$ cat config.mk
export PLATFORM = sky130hd
export DESIGN_NAME = addsub_disp_scan
export DESIGN_NICKNAME = d
export VERILOG_FILES = /design/src/rtl/addseg7_pkg.sv /design/src/rtl/seg7_dec.sv /design/src/rtl/addsub_disp_scan.sv
export SDC_FILE = /design/constraint.sdc
export NUM_CORES = 1
export LEC_CHECK = 0
export ABC_AREA = 1
export BUFFER_PORTS_ARGS = -buffer_cell sky130_fd_sc_hd__buf_2
export CAP_MARGIN = 5
export CORE_MARGIN = 5
export CORE_UTILIZATION = 35
export DETAILED_ROUTE_END_ITERATION = 10
export HOLD_SLACK_MARGIN = 0.03
export PLACE_DENSITY = 0.55
export REMOVE_ABC_BUFFERS = 1
export SYNTH_ARGS = -nofsm -noshare
export SYNTH_HDL_FRONTEND = slang
export SYNTH_SLANG_ARGS = --single-unit
export TNS_END_PERCENT = 5
$ cat constraint.sdc
create_clock -name clk -period 3.4 [get_ports clk]
set_input_delay 0.34 -clock clk [delete_from_list [all_inputs] [get_ports clk]]
set_output_delay 0.34 -clock clk [all_outputs]
set_load 0.005 [all_outputs]
$ cat src/rtl/addseg7_pkg.sv
// Shared seven-segment constants for the addseg7 lab: active-low {g,f,e,d,c,b,a}
// patterns and the digit-index encoding used by the scanner.
package addseg7_pkg;

    localparam logic [6:0] SEG_BLANK = 7'h7F;
    localparam logic [6:0] SEG_MINUS = 7'b0111111;
    localparam logic [6:0] SEG_O     = 7'b0100011;

    localparam logic [6:0] SEG_DIGIT [0:9] = '{
        7'b1000000,  // 0
        7'b1111001,  // 1
        7'b0100100,  // 2
        7'b0110000,  // 3
        7'b0011001,  // 4
        7'b0010010,  // 5
        7'b0000010,  // 6
        7'b1111000,  // 7
        7'b0000000,  // 8
        7'b0010000   // 9
    };

    // Digit index equals the bit position of its anode; DIG_3 is the leftmost digit.
    typedef enum logic [1:0] {
        DIG_0 = 2'd0,
        DIG_1 = 2'd1,
        DIG_2 = 2'd2,
        DIG_3 = 2'd3
    } digit_e;

    localparam digit_e DIG_FIRST = DIG_3;

    function automatic digit_e digit_next(input digit_e d);
        return (d == DIG_0) ? DIG_3 : digit_e'(d - 2'd1);
    endfunction

endpackage

$ cat src/rtl/seg7_dec.sv
// Combinational 4-bit value to active-low seven-segment decoder.
// Values above 9 decode to a blank digit.
module seg7_dec
    import addseg7_pkg::*;
(
    input  logic [3:0] i_value,
    output logic [6:0] o_seg
);

    always_comb begin
        o_seg = SEG_BLANK;
        if (i_value <= 4'd9) begin
            o_seg = SEG_DIGIT[i_value];
        end
    end

endmodule

$ cat src/rtl/addsub_disp_scan.sv
// Captures a signed 4-bit add/sub result plus overflow flag and scans it as
// sign + magnitude onto a 4-digit common-anode display, blinking "o" on overflow.
module addsub_disp_scan
    import addseg7_pkg::*;
#(
    parameter int SCAN_DIV  = 50000,
    parameter int BLINK_DIV = 64
) (
    input  logic       clk,
    input  logic       rst_n,
    input  logic       in_valid,
    input  logic [3:0] sum,
    input  logic       ov,
    output logic [3:0] an,
    output logic [6:0] seg
);

    localparam int SLOT_W  = (SCAN_DIV > 1) ? $clog2(SCAN_DIV) : 1;
    localparam int FRAME_W = (BLINK_DIV > 1) ? $clog2(BLINK_DIV) : 1;
    localparam logic [SLOT_W-1:0]  SLOT_LAST  = SLOT_W'(SCAN_DIV - 1);
    localparam logic [FRAME_W-1:0] FRAME_LAST = FRAME_W'(BLINK_DIV - 1);

    logic signed [3:0]    r_sum;
    logic                 r_ov;
    logic [SLOT_W-1:0]    r_slot;
    digit_e               r_idx;
    logic [FRAME_W-1:0]   r_frame;
    logic                 r_blink;
    logic [3:0]           r_an;
    logic [6:0]           r_seg;

    logic signed [3:0]    w_sum_nxt;
    logic                 w_ov_nxt;
    logic signed [4:0]    w_sum_ext;
    logic [4:0]           w_mag;
    logic                 w_neg;
    logic [3:0]           w_dec_in;
    logic [6:0]           w_dec_seg;

    logic                 w_slot_wrap;
    logic                 w_frame_tick;
    logic [SLOT_W-1:0]    w_slot_nxt;
    digit_e               w_idx_nxt;
    logic [FRAME_W-1:0]   w_frame_nxt;
    logic                 w_blink_nxt;
    logic [3:0]           w_an_nxt;
    logic [6:0]           w_seg_nxt;

    // Outputs are registered from next-state values so a capture at edge N
    // and the slot position after edge N appear together in cycle N+1.
    assign w_sum_nxt = in_valid ? signed'(sum) : r_sum;
    assign w_ov_nxt  = in_valid ? ov : r_ov;

    // Five bits wide so that -8 negates to +8 instead of wrapping.
    assign w_sum_ext = {w_sum_nxt[3], w_sum_nxt};
    assign w_neg     = w_sum_nxt[3];
    assign w_mag     = w_neg ? $unsigned(-w_sum_ext) : $unsigned(w_sum_ext);
    assign w_dec_in  = (w_mag > 5'd9) ? 4'hF : w_mag[3:0];

    seg7_dec u_dec (
        .i_value (w_dec_in),
        .o_seg   (w_dec_seg)
    );

    always_comb begin
        w_slot_wrap  = (r_slot == SLOT_LAST);
        w_frame_tick = w_slot_wrap && (r_idx == DIG_0);
        w_slot_nxt   = w_slot_wrap ? '0 : r_slot + SLOT_W'(1);
        w_idx_nxt    = w_slot_wrap ? digit_next(r_idx) : r_idx;
        w_frame_nxt  = r_frame;
        w_blink_nxt  = r_blink;
        if (w_frame_tick) begin
            if (r_frame == FRAME_LAST) begin
                w_frame_nxt = '0;
                w_blink_nxt = ~r_blink;
            end else begin
                w_frame_nxt = r_frame + FRAME_W'(1);
            end
        end
    end

    // Slot cycle 0 stays dark so the previous digit's segments never ghost
    // onto the next anode while the drivers switch.
    always_comb begin
        w_an_nxt  = 4'b1111;
        w_seg_nxt = SEG_BLANK;
        if (w_slot_nxt != '0) begin
            case (w_idx_nxt)
                DIG_3: begin
                    w_an_nxt  = 4'b0111;
                    w_seg_nxt = w_neg ? SEG_MINUS : SEG_BLANK;
                end
                DIG_2: begin
                    w_an_nxt  = 4'b1011;
                    w_seg_nxt = w_dec_seg;
                end
                DIG_1: begin
                    w_an_nxt  = 4'b1101;
                end
                DIG_0: begin
                    w_an_nxt  = 4'b1110;
                    w_seg_nxt = (w_ov_nxt && w_blink_nxt) ? SEG_O : SEG_BLANK;
                end
                default: begin
                    w_an_nxt  = 4'b1111;
                end
            endcase
        end
    end

    always_ff @(posedge clk or negedge rst_n) begin
        if (!rst_n) begin
            r_sum   <= '0;
            r_ov    <= 1'b0;
            r_slot  <= '0;
            r_idx   <= DIG_FIRST;
            r_frame <= '0;
            r_blink <= 1'b1;
            r_an    <= 4'b1111;
            r_seg   <= SEG_BLANK;
        end else begin
            r_sum   <= w_sum_nxt;
            r_ov    <= w_ov_nxt;
            r_slot  <= w_slot_nxt;
            r_idx   <= w_idx_nxt;
            r_frame <= w_frame_nxt;
            r_blink <= w_blink_nxt;
            r_an    <= w_an_nxt;
            r_seg   <= w_seg_nxt;
        end
    end

    assign an  = r_an;
    assign seg = r_seg;

endmodule

[After elaboration in Yosys (flattened, before gate mapping)]
Memories as Yosys holds them, arrays and structs flattened.
Index checks and enable logic that the tools add are counted.
Word-level totals
  register bits after elaboration: 41
  ROM bits: 112
  input bits: 8
  output and inout bits: 11
  logic and storage cells: 47
  memories kept: 1
Operators by class
  add/subtract/negate cells: 4
  order comparisons: 3
  equal/unequal tests: 5
  mux-type cells: 19
  bitwise gates (word level): 2
  reductions and logical operators: 5
Memory list
  (no name shown): depth 16, width 7, rd ports 1, clocked after memory_dff 0, wr ports 0, line seg7_dec.sv:13  | o_seg = SEG_DIGIT[i_value];
Operators by type and width (number)
  7-bit two-way mux: 6
  7-bit case mux with 3 select lines: 1
  16-bit by 1-bit adder with 16-bit output (second input constant): 1
  16-bit == test (second input constant): 1
  16-bit two-way mux: 1
  4-bit case mux with 4 select lines: 1
  16-bit nonzero test: 1
  4-bit two-way mux: 3
  6-bit by 1-bit adder with 6-bit output (second input constant): 1
  6-bit == test (second input constant): 1
  6-bit two-way mux: 1
  5-bit greater-or-equal comparator (second input constant): 1
  5-bit by 4-bit > comparator with 1-bit output (second input constant): 1
  5-bit two-way mux: 1
  4-bit negator with 5-bit output: 1
  4-bit NOT with 5-bit output: 1
  2-bit == test (second input constant): 2
  4-bit less-or-equal comparator (second input constant): 1
  2-bit logical NOT: 2
  2-bit two-way mux: 2
  1-bit two-way mux: 3
  2-bit by 1-bit == test with 1-bit output (second input constant): 1
  1-bit logical AND: 2
  2-bit by 1-bit subtractor with 2-bit output (second input constant): 1
  1-bit NOT: 1

[Longest topological paths before layout]
  depth in word-level cells: 12
  mapped depth: 20
  gate-level depth less buffers: 20

[Modules after synthesis]
From an unflattened synthesis, not the netlist that was laid out.
Second synthesis, totals
  cell total of the unflattened synthesis: 352
  area, all modules: 2501.1 um2
Modules (own cells, without submodules)
  addsub_disp_scan: instances 1, cells each 321, area an instance 2304.7 um2, seq. area each 1043.5 um2
  seg7_dec: instances 1, cells each 31, area an instance 196.4 um2, seq. area each 0.0 um2

[Least setup slack after synthesis]
No wires, ideal clock.
  kind: register to register
  start point: register r_sum[1]
  end point: register r_seg[6], in the netlist seg[6]
  setup time: 0.078 ns
  data arrival time: 2.137 ns
  required time: 3.322 ns
  setup slack: 1.185 ns
  cell stages (with the launch flop): 15
  period minus slack after synthesis: 2.215 ns
  path through: dfrtp_1 o21ai_1 ha_1 o21ai_2 a21oi_2 nor2_1 inv_1 ha_1 nand3b_1 nand3_1 nand2_1 nand2_1 nand2_1 inv_1 nand2_1
Between the ends
  word-level cells in the longest chain between the ends: 12
  elaborated cells on any way between the ends: 13
RTL lines
  start: declaration: line addsub_disp_scan.sv:23  | logic signed [3:0] r_sum;
  start signal: assignment: line addsub_disp_scan.sv:122  | r_sum <= w_sum_nxt;
  4-bit two-way mux *: line addsub_disp_scan.sv:51  | assign w_sum_nxt = in_valid ? signed'(sum) : r_sum;
  4-bit negator with 5-bit output: line addsub_disp_scan.sv:57  | assign w_mag = w_neg ? $unsigned(-w_sum_ext) : $unsigned(w_sum_ext);
  5-bit two-way mux *: line addsub_disp_scan.sv:57
  5-bit by 4-bit > comparator with 1-bit output: line addsub_disp_scan.sv:58  | assign w_dec_in = (w_mag > 5'd9) ? 4'hF : w_mag[3:0];
  4-bit two-way mux *: line addsub_disp_scan.sv:58
  4-bit NOT with 5-bit output (not written as such): line seg7_dec.sv:13
  memory read 16 x 7 bit
  7-bit two-way mux (not written as such) (2 in series): line seg7_dec.sv:13
  7-bit two-way mux *: line seg7_dec.sv:12  | if (i_value <= 4'd9) begin
  7-bit case mux with 3 select lines *: line addsub_disp_scan.sv:88  | case (w_idx_nxt)
  7-bit two-way mux *: line addsub_disp_scan.sv:87  | if (w_slot_nxt != '0) begin
  named net w_seg_nxt[6]: line addsub_disp_scan.sv:47  | logic [6:0] w_seg_nxt;
  end signal: assignment: line addsub_disp_scan.sv:129  | r_seg <= w_seg_nxt;
  end: declaration: line addsub_disp_scan.sv:30  | logic [6:0] r_seg;
Mark *: on every way through the listed nets, which the timed path passes. The rest lies on a longest branch. The select of a mux whose other input is x is not followed.
A chain may end at the register's enable or synchronous reset.

[Final worst setup path]
Same ends and word-level chain as after synthesis.

==> summary.md <==
| Metric | Value |
|---|---|
| Leakage | `1.44 nW` |
| P per Cell Area | `325 mW/mm²` |
| # fillers | `740` |
| Root buf cell | `clkbuf_8` |
| Tot GR Track Use | `0.134` |
| Share of total power in the clock network | `0.338` |
| Layout area overhead | `11.1%` |
| CTS resizes | `0` |
| Most common cell after layout, fill and taps aside | `nand2_1` |
| Total power draw | `907 µW` |
| GRT overflow | `0` |
| Die Height | `94.7 µm` |
| Switching power | `234 µW` |
| Post-route antenna net violation count | `0` |
| Post-synth top area share | `0.269` |
| Routability-driven placement congestion ratio | `0.858` |
| Leading area contributor after synthesis | `dfrtp_1` |
| Boundary Pins | `19` |
| Sink Count | `41` |
| Yosys warns | `0` |
| F_max | `406 MHz` |
| Async set-or-reset flop fraction in the synthesized netlist | `1.00` |
| Initial Util | `0.365` |
| Placed insts | `446` |
| HPWL after detailed placement | `4.04 mm` |
| Nets | `372` |
| Critical path class | `reg -> reg` |
| DRC viols | `0` |
| Register bit count reported by yosys | `41` |
| First drt pass iteration count | `4` |
| Cell Rows | `30` |
| Critical Path Start Type | `flip-flop` |
| Top cells by area, synth | `dfrtp_1 (27%), dfstp_2 (15%), nand2_1 (14%), inv_1 (8.1%), nand3_1 (6.0%)` |
| Cts hold-fix bufs | `0` |
| Critical Path Sink Type | `flip-flop` |
| Die ar. | `0.00896 mm²` |
| CP cell instances | `o21ai_1 > ha_1 > o21ai_2 > a21oi_2 > nor2_1 > inv_1 > ha_1 > nand3b_1 > nand3_1 > nand2_1 > nand2_1 > nand2_1 > inv_1 > nand2_1` |
| CTS tree | `built` |
| Width of the die | `94.7 µm` |
| First-pass GRT wire length | `9.62 mm` |
| Peak supply drop | `0.000207 V` |
| Initial drt markers | `89` |
| Sw Ratio | `0.258` |
| Crit-path slowest cell | `o21ai_1` |
| Register Area | `0.00104 mm²` |
| Most frequent cells in the layout | `nand2_1 (94), inv_1 (54), nor2_1 (32)` |
| Final worst path period need | `2.47 ns` |
| Max-cap violation count | `0` |
| Multi-input gate area | `0.00124 mm²` |
| Status | `finished, final reports clean` |
| CP delay by family, top | `compound AO/OA/AOI/OAI gates` |
| Post-Route Setup TNS | `0 ns` |
| Fin. Hold Viols | `0` |
| Initial antenna violation count | `0` |
| Critical Path Most Common Cell | `nand2_1` |
| Drt total wl | `5.19 mm` |
| Setup violations, final | `0` |
| Ant diodes | `0` |
| Post-Layout Cell Count | `454` |
| Main synth FF type | `dfrtp_1` |
| Clk_skew | `0.00894 ns` |
| Worst Path Max Fanout | `4` |
| Crit path buffers/inverters | `2` |
| Worst Hold Class | `in -> async` |
| Relative slew slack | `0.400` |
| Tcrit/Tclk final | `0.725` |
| Via density | `4.49` |
| Vias in the first global route | `2160` |
| Slew Limit Fails | `0` |
| Actual slew at the worst max-slew pin | `0.901 ns` |
| CTS H-tree depth | `2` |
| Mean area per synthesized cell | `7.53 µm²` |
| Cell count after synthesis | `333` |
| Number of synthesized flops with an enable pin | `0` |
| CTS clk-pin slew, worst paths | `0.07 ns` |
| RSZ-0062 raised after global routing | `no` |
| Max Root-Sink Buffers | `2` |
| Post-CTS setup repair buffer count | `0` |
| I/O Buffers | `18` |
| Via Count | `2037` |
| Slowest stage delay, CP | `0.39 ns` |
| Largest net degree at the start of global routing | `42` |
| Layout cell share with drive strength beyond 1 | `0.204` |
| Worst EP required | `3.61 ns` |
| Cts bufs inserted | `5` |
| P_int | `673 µW` |
| Wirelength per Cell | `11.4 µm` |
| Combinational share of power | `0.116` |
| Seq/Total Area, Yosys | `0.416` |
| Netlist cell types | `29` |
| Cell area after synthesis | `0.00251 mm²` |
| Skew-Pair Late Insertion Delay | `0.29 ns` |
| Flop pwr share | `0.546` |
| Final hold slack | `0.176 ns` |
| Worst R2R Setup Slack | `0.93 ns` |
| Core Area | `0.00687 mm²` |
| Crit path arrival time | `2.67 ns` |
==> per-layer routing <==
| metal | vias to the layer above | GRT usage | share of wire |
|---|---|---|---|
| met5 | - | 0 | 0 |
| met4 | 0 | 0.0445 | 0.015 |
| met3 | 7 | 0.0287 | 0.033 |
| met2 | 28 | 0.232 | 0.48 |
| met1 | 921 | 0.165 | 0.47 |
| li1 | 1081 | - | - |
==> sequential cells by signal, indices dropped and copies added, names as in the netlist <==
register / cells
r_blink: 1
seg: 7
r_sum: 4
r_slot: 16
r_frame: 6
r_ov: 1
an: 4
r_idx: 2
==> final timing paths <==
path / startpoint / to / cells after the start
hold / removal: rst_n / r_sum[3] / 1
setup reg to reg: r_sum[1] / seg[6] / 14
hold reg to reg: r_slot[0] / r_slot[0] / 1
setup / recovery: r_sum[1] / seg[6] / 14
min in group clk: sum[1] / r_sum[1] / 3
max in group asynchronous: rst_n / r_slot[7] / 1
==> final cells by class <==
| type | count | area share |
|---|---|---|
| multi-input cells | 233 | 0.443 |
| flip-flops and latches | 41 | 0.374 |
| repair buffers | 18 | 0.0323 |
| clock buffers | 8 | 0.0287 |
| well taps | 96 | 0.0431 |
| inverters | 58 | 0.0781 |
==> logic make-up after synthesis <==
logic type,synth area share
buf+inv,0.0913
simple gates,0.383
fa+ha+maj,0.0349
xor+xnor,0.0244
flops,0.416
compound gates,0.0509
==> cell usage after synthesis, drive strengths merged (5+ instances only) <==
| cell type | count |
|---|---|
| dfrtp | 27 |
| dfstp | 14 |
| ha | 7 |
| inv | 58 |
| nand2 | 107 |
| nand3 | 34 |
| nand4 | 8 |
| nor2 | 42 |
| nor3 | 5 |
| o21ai | 11 |
| xor2 | 6 |
==> worst reg2reg max path: cells and delay by family, from the launching register on <==
| kind | cells | cell delay [ns] |
|---|---|---|
| and+or+nand+nor | 7 | 0.66 |
| adders and majority gates | 2 | 0.53 |
| AOI/OAI and AO/OA | 3 | 0.70 |
| buffers and inverters | 2 | 0.12 |
| DFF | 1 | 0.38 |
==> metrics by stage <==
stage                     instance area [µm²]  setup WS, ns  utilization
final                                    2790         0.935        0.406
after global routing                     2790         0.617        0.406
after CTS                                2790         0.905        0.406
after detailed placement                 2710         0.812        0.394
after global placement                   2710         0.922        0.394
after floorplan                          2500          1.18            -
==> power by group through the flow <==
stage | clock network [mW] | logic (mW) | registers [mW]
floorplan | 0 | 0.0761 | 0.504
global placement | 0 | 0.104 | 0.504
detailed placement | 0 | 0.106 | 0.504
CTS | 0.317 | 0.106 | 0.495
global route | 0.339 | 0.122 | 0.496
finish | 0.307 | 0.105 | 0.495
Power figures use the tool's default switching activity.
